## src/rtl/tmds_word_aligner_pkg.sv

```systemverilog
// tmds_word_aligner_pkg: control tokens, lock states and shared helpers for the TMDS word aligner
package tmds_word_aligner_pkg;
    localparam int SLIP_W = 4;
    localparam logic [9:0] CTRL_00 = 10'h354;
    localparam logic [9:0] CTRL_01 = 10'h0AB;
    localparam logic [9:0] CTRL_10 = 10'h154;
    localparam logic [9:0] CTRL_11 = 10'h2AB;

    typedef enum logic {HUNT = 1'b0, LOCKED = 1'b1} align_state_t;

    function automatic logic is_ctrl(input logic [9:0] w);
        return (w == CTRL_00) || (w == CTRL_01) || (w == CTRL_10) || (w == CTRL_11);
    endfunction
endpackage

```

## src/rtl/tmds_word_aligner_ch.sv

```systemverilog
// tmds_word_aligner_ch: bit-slip word aligner and lock FSM for one TMDS channel
module tmds_word_aligner_ch
    import tmds_word_aligner_pkg::*;
#(
    parameter int BITS         = 10,
    parameter int TIMEOUT      = 2**18,
    parameter int LOCK_MATCHES = 4,
    parameter int AUTO_SLIP    = 1
) (
    input  logic              clk,
    input  logic              reset,
    input  logic              in_valid,
    input  logic [BITS-1:0]   in_data,
    input  logic              slip_req,
    output logic [BITS-1:0]   out_data,
    output logic              out_ctrl,
    output logic              locked,
    output logic [SLIP_W-1:0] slip
);
    localparam int TW = $clog2(TIMEOUT + 1);
    localparam int HW = $clog2(LOCK_MATCHES + 1);

    logic [BITS-1:0]   prev;
    logic [2*BITS-1:0] win;
    logic [BITS-1:0]   cand;
    logic              match;
    logic              expire;
    logic              last_hit;
    logic [SLIP_W-1:0] slip_inc;
    logic [SLIP_W-1:0] slip_nx;
    logic [TW-1:0]     timer;
    logic [TW-1:0]     timer_nx;
    logic [HW-1:0]     hits;
    logic [HW-1:0]     hits_nx;
    align_state_t      state;
    align_state_t      state_nx;

    // prev holds the earlier word, so it sits in the low (earliest) bits of the window
    assign win      = {in_data, prev};
    assign cand     = BITS'(win >> slip);
    assign match    = is_ctrl(cand);
    assign expire   = timer == TW'(TIMEOUT - 1);
    assign last_hit = hits == HW'(LOCK_MATCHES - 1);
    assign slip_inc = (slip == SLIP_W'(BITS - 1)) ? '0 : slip + SLIP_W'(1);
    assign locked   = state == LOCKED;

    // next state: invalid input forces HUNT, then slip request, token match, timeout in that order
    always_comb begin
        state_nx = state;
        slip_nx  = slip;
        hits_nx  = hits;
        timer_nx = timer + TW'(1);
        if (!in_valid) begin
            state_nx = HUNT;
            hits_nx  = '0;
            timer_nx = '0;
        end else if (state == HUNT && slip_req) begin
            slip_nx  = slip_inc;
            hits_nx  = '0;
            timer_nx = '0;
        end else if (match) begin
            timer_nx = '0;
            if (state == HUNT) begin
                hits_nx  = last_hit ? '0 : hits + HW'(1);
                state_nx = last_hit ? LOCKED : HUNT;
            end
        end else if (expire) begin
            state_nx = HUNT;
            hits_nx  = '0;
            timer_nx = '0;
            if (AUTO_SLIP != 0) slip_nx = slip_inc;
        end
    end

    // state registers plus the registered aligned word; out_data holds while input is invalid
    always_ff @(posedge clk) begin
        if (reset) begin
            state    <= HUNT;
            slip     <= '0;
            hits     <= '0;
            timer    <= '0;
            prev     <= '0;
            out_data <= '0;
            out_ctrl <= 1'b0;
        end else begin
            state    <= state_nx;
            slip     <= slip_nx;
            hits     <= hits_nx;
            timer    <= timer_nx;
            prev     <= in_valid ? in_data : prev;
            out_data <= in_valid ? cand : out_data;
            out_ctrl <= in_valid && match;
        end
    end
endmodule

```

## src/rtl/tmds_word_aligner.sv

```systemverilog
// tmds_word_aligner: independent per-channel TMDS bit-slip alignment with a combined lock flag
module tmds_word_aligner
    import tmds_word_aligner_pkg::*;
#(
    parameter int NUM_CH       = 3,
    parameter int BITS         = 10,
    parameter int TIMEOUT      = 2**18,
    parameter int LOCK_MATCHES = 4,
    parameter int AUTO_SLIP    = 1
) (
    input  logic                     clk,
    input  logic                     reset,
    input  logic                     in_valid,
    input  logic [NUM_CH*BITS-1:0]   in_data,
    input  logic [NUM_CH-1:0]        slip_req,
    output logic [NUM_CH*BITS-1:0]   out_data,
    output logic [NUM_CH-1:0]        out_ctrl,
    output logic [NUM_CH-1:0]        locked,
    output logic                     all_locked,
    output logic [NUM_CH*SLIP_W-1:0] slip
);
    genvar c;
    for (c = 0; c < NUM_CH; c++) begin : g_ch
        tmds_word_aligner_ch #(
            .BITS(BITS),
            .TIMEOUT(TIMEOUT),
            .LOCK_MATCHES(LOCK_MATCHES),
            .AUTO_SLIP(AUTO_SLIP)
        ) u_ch (
            .clk(clk),
            .reset(reset),
            .in_valid(in_valid),
            .in_data(in_data[c*BITS +: BITS]),
            .slip_req(slip_req[c]),
            .out_data(out_data[c*BITS +: BITS]),
            .out_ctrl(out_ctrl[c]),
            .locked(locked[c]),
            .slip(slip[c*SLIP_W +: SLIP_W])
        );
    end

    // combined lock flag, one cycle behind the per-channel flags
    always_ff @(posedge clk) begin
        if (reset) all_locked <= 1'b0;
        else all_locked <= &locked;
    end
endmodule

```

## config.mk

```make
export PLATFORM = sky130hd
export DESIGN_NAME = tmds_word_aligner
export DESIGN_NICKNAME = d
export VERILOG_FILES = /design/src/rtl/tmds_word_aligner_pkg.sv /design/src/rtl/tmds_word_aligner_ch.sv /design/src/rtl/tmds_word_aligner.sv
export SDC_FILE = /design/constraint.sdc
export NUM_CORES = 1
export LEC_CHECK = 0
export CAP_MARGIN = 20
export CORE_MARGIN = 1
export CORE_UTILIZATION = 40
export CTS_BUF_LIST = sky130_fd_sc_hd__clkbuf_4 sky130_fd_sc_hd__clkbuf_8
export CTS_CLUSTER_SIZE = 40
export DETAILED_ROUTE_END_ITERATION = 8
export HOLD_SLACK_MARGIN = 0.02
export PLACE_DENSITY = 0.65
export REMOVE_ABC_BUFFERS = 1
export SLEW_MARGIN = 20
export SYNTH_ARGS = -nofsm -noshare
export SYNTH_HDL_FRONTEND = slang
export SYNTH_SLANG_ARGS = --single-unit
```

## constraint.sdc

```tcl
create_clock -name clk -period 4.4 [get_ports clk]
set_input_delay 1.1 -clock clk [delete_from_list [all_inputs] [get_ports clk]]
set_output_delay 1.1 -clock clk [all_outputs]
set_load 0.1 [all_outputs]
```

==> flow_summary.json <==
{
  "yosys.area_share.xor_xnor": 0.0478,
  "fin_setup_tns_ps": 0,
  "hp-start": "g_ch[2].u_ch.timer[18]",
  "cts-root-buf": "clkbuf_8",
  "r2r_start": "g_ch[1].u_ch.slip[0]",
  "crit_family": "simple AND/OR/NAND/NOR gates",
  "numCtsBuffers": 17,
  "areaGrowthSynthToFinish_pct": 16.9,
  "synth-edff-count": 0,
  "power_uw": 3010,
  "start_kind": "input port",
  "synth_mux_area_frac": 0.269,
  "p_leak_uw": 0.00355,
  "worstHoldEndpoint": "g_ch[2].u_ch.timer[18]",
  "cts_resized": 0,
  "dp_hpwl_um": 14800,
  "wl_per_cell_um": 16.1,
  "drv_cap": 0,
  "num_rows": 53,
  "drtPass1Iterations": 5,
  "finClkSkew_ps": 18.3,
  "relSlewSlack": 0.294,
  "place.gp.congestion": 0.883,
  "period_needed_ps": 3720,
  "rr_worst_depth": 10,
  "endpoint_kind": "flop",
  "final_max_slew_viol_count": 0,
  "final_common_cell": "nor2_1",
  "grt_max_degree": 82,
  "avgSynthCellArea_um2": 9.36,
  "fmax_ghz": 0.269,
  "required_ps": 4770,
  "hold_violations": 0,
  "h-tree-depth": 4,
  "synth-simple-area-share": 0.213,
  "cp_slowest_stage_delay_ps": 530,
  "die_w_um": 149,
  "powerDensity_nw_per_um2": 299,
  "fp.coreArea_um2": 21100,
  "grt_pass1_wl_um": 34200,
  "drcViolationCount": 0,
  "grt_pass1_vias": 6667,
  "rsz0062_at_grt": "false",
  "critPathArrivalTime_ps": 4090,
  "period_share": 0.845,
  "synth_adder_area_share": 0.00871,
  "initial_utilization": 0.409,
  "tightest_slew_ps": 1060,
  "yosysUniqueCellTypes": 67,
  "cts_buffer_depth": 2,
  "mostFrequentLayoutCells": "nor2_1 (158), dfxtp_1 (145), mux2i_1 (82)",
  "yosys_most_used_dff": "dfxtp_1",
  "crit_path_top_delay_cell": "mux4_2",
  "design.die.area_um2": 22100,
  "cpMostUsedCell": "or4_1",
  "crit_chain": "clkdlybuf4s50_1 > mux4_2 > a22o_1 > a221o_1 > nand4bb_1 > or4_1 > and2_4 > or4_1 > a21oi_1",
  "antenna_found_initial": 0,
  "rr_endpoint": "g_ch[1].u_ch.slip[3]",
  "clk_latency_ps": 450,
  "num_antenna_cells": 0,
  "hold_path_class": "reg2reg",
  "cts_setup_buffers": 0,
  "grtUsageTotal": 0.195,
  "worstPathMaxFanout": 6,
  "fp.dieH_um": 149,
  "synth_cells": 921,
  "port_buffers": 84,
  "cts.clk_slew.worst_paths_ps": 90,
  "synth_warnings": 0,
  "vias": 7056,
  "path_class": "in2reg",
  "synth_top_family_by_area": "multiplexers",
  "final_antenna_net_count": 0,
  "ios": 85,
  "rrSetupSlack_ps": 850,
  "overflow": 0,
  "cts_tree": "yes",
  "crit_buf_inv": 1,
  "mappedNetlistArea_um2": 8620,
  "fin_util": 0.478,
  "viasPerCell": 5.53,
  "status": "finished clean",
  "layout-drive-gt1-share": 0.151,
  "drt_iter0_drc": 457,
  "seq_area_frac_synth": 0.337,
  "cts_hold_buf": 0,
  "holdPathStages": 2,
  "irDropWorstVdd_mv": 0.178,
  "final_nets": 1030,
  "setup_viol": 0,
  "synth_compound_area_frac": 0.0820,
  "ys_seq_elements": 145,
  "async_flop_share": 0,
  "cts_sinks": 145,
  "drt-total-wl_um": 20600
}
==> layer usage <==
| layer | global-route usage | share of wire | vias up | wire [um] |
|---|---|---|---|---|
| li1 | - | - | 3464 | - |
| met1 | 0.265 | 0.47 | 3364 | 9620 |
| met2 | 0.302 | 0.46 | 206 | 9420 |
| met3 | 0.0465 | 0.056 | 22 | 1150 |
| met4 | 0.0668 | 0.020 | 0 | 404 |
| met5 | 0 | 0 | - | 0 |
==> synthesized netlist by cell type (all sizes together), types with 14 or more instances <==
cell    instances  area share
nand3          44       0.026
xor2           30       0.030
a21oi          34       0.020
xnor2          17       0.017
nor3           14      0.0081
dfxtp         145        0.34
and3           18       0.013
mux4           59        0.15
mux2i          82       0.095
nor2b          16       0.012
inv            17      0.0074
nor2          158       0.069
buf            33       0.022
nand4          14       0.010
nand2          63       0.027
mux2           15       0.020
clkbuf         30       0.013
==> worst min-delay path, cell delays in order (launching register included) <==
cell	delay (ps)
dfxtp_1	330
nand2_1	60
nor2_1	30
==> worst max path at each step <==
stage	depth (start not counted)	start	end
floorplan	8	g_ch[2].u_ch.slip[1]	g_ch[2].u_ch.slip[0]
global placement	9	in_data[2]	g_ch[0].u_ch.locked
detailed placement	9	in_data[2]	g_ch[0].u_ch.locked
CTS	9	in_data[2]	g_ch[0].u_ch.locked
global route	11	in_data[13]	g_ch[1].u_ch.slip[3]
finish	9	in_data[2]	g_ch[0].u_ch.locked
==> cell type report <==
cell class	instances	area, um2
multi-input combinational	695	5350
clock buffer	22	297
inverter	18	67.6
tap	275	344
sequential	145	2900
timing repair buffer	111	1010
fill	2036	11000
clock inverter	9	98.8
==> sequential cells by signal, indices dropped and copies added, names as in the netlist <==
name                cells
g_ch.u_ch.out_data     30
g_ch.u_ch.out_ctrl      3
g_ch.u_ch.timer        57
g_ch.u_ch.locked        3
g_ch.u_ch.prev         30
g_ch.u_ch.hits          9
all_locked              1
g_ch.u_ch.slip         12
==> power breakdown <==
group          switching (uW)  internal [uW]  total (uW)
clock                     514            520        1030
combinational             346            230         576
sequential               48.1           1350        1400
==> cell families (layout without fill, tap and decap cells) <==
logic type               count (synthesis)  count (layout)
AND/OR/NAND/NOR                        382             382
multiplexers                           156             156
flip-flops                             145             145
AO/OA/AOI/OAI                          104             104
buffers and inverters                   81             160
XOR/XNOR                                47              47
adder cells (fa/ha/maj)                  6               6
==> per-stage QoR <==
stage / instance area, um2 / instances / hold WS (ps) / setup WS [ps]
finish: 10100 / 1275 / 447 / 682
global route: 10100 / 1275 / 474 / 572
CTS: 10100 / 1275 / 449 / 733
detailed placement: 9670 / 1244 / 437 / 252
global placement: 9670 / 1244 / 430 / 292
floorplan: 8320 / 858 / 418 / 163
No activity file was read; power rests on OpenSTA's default activity.
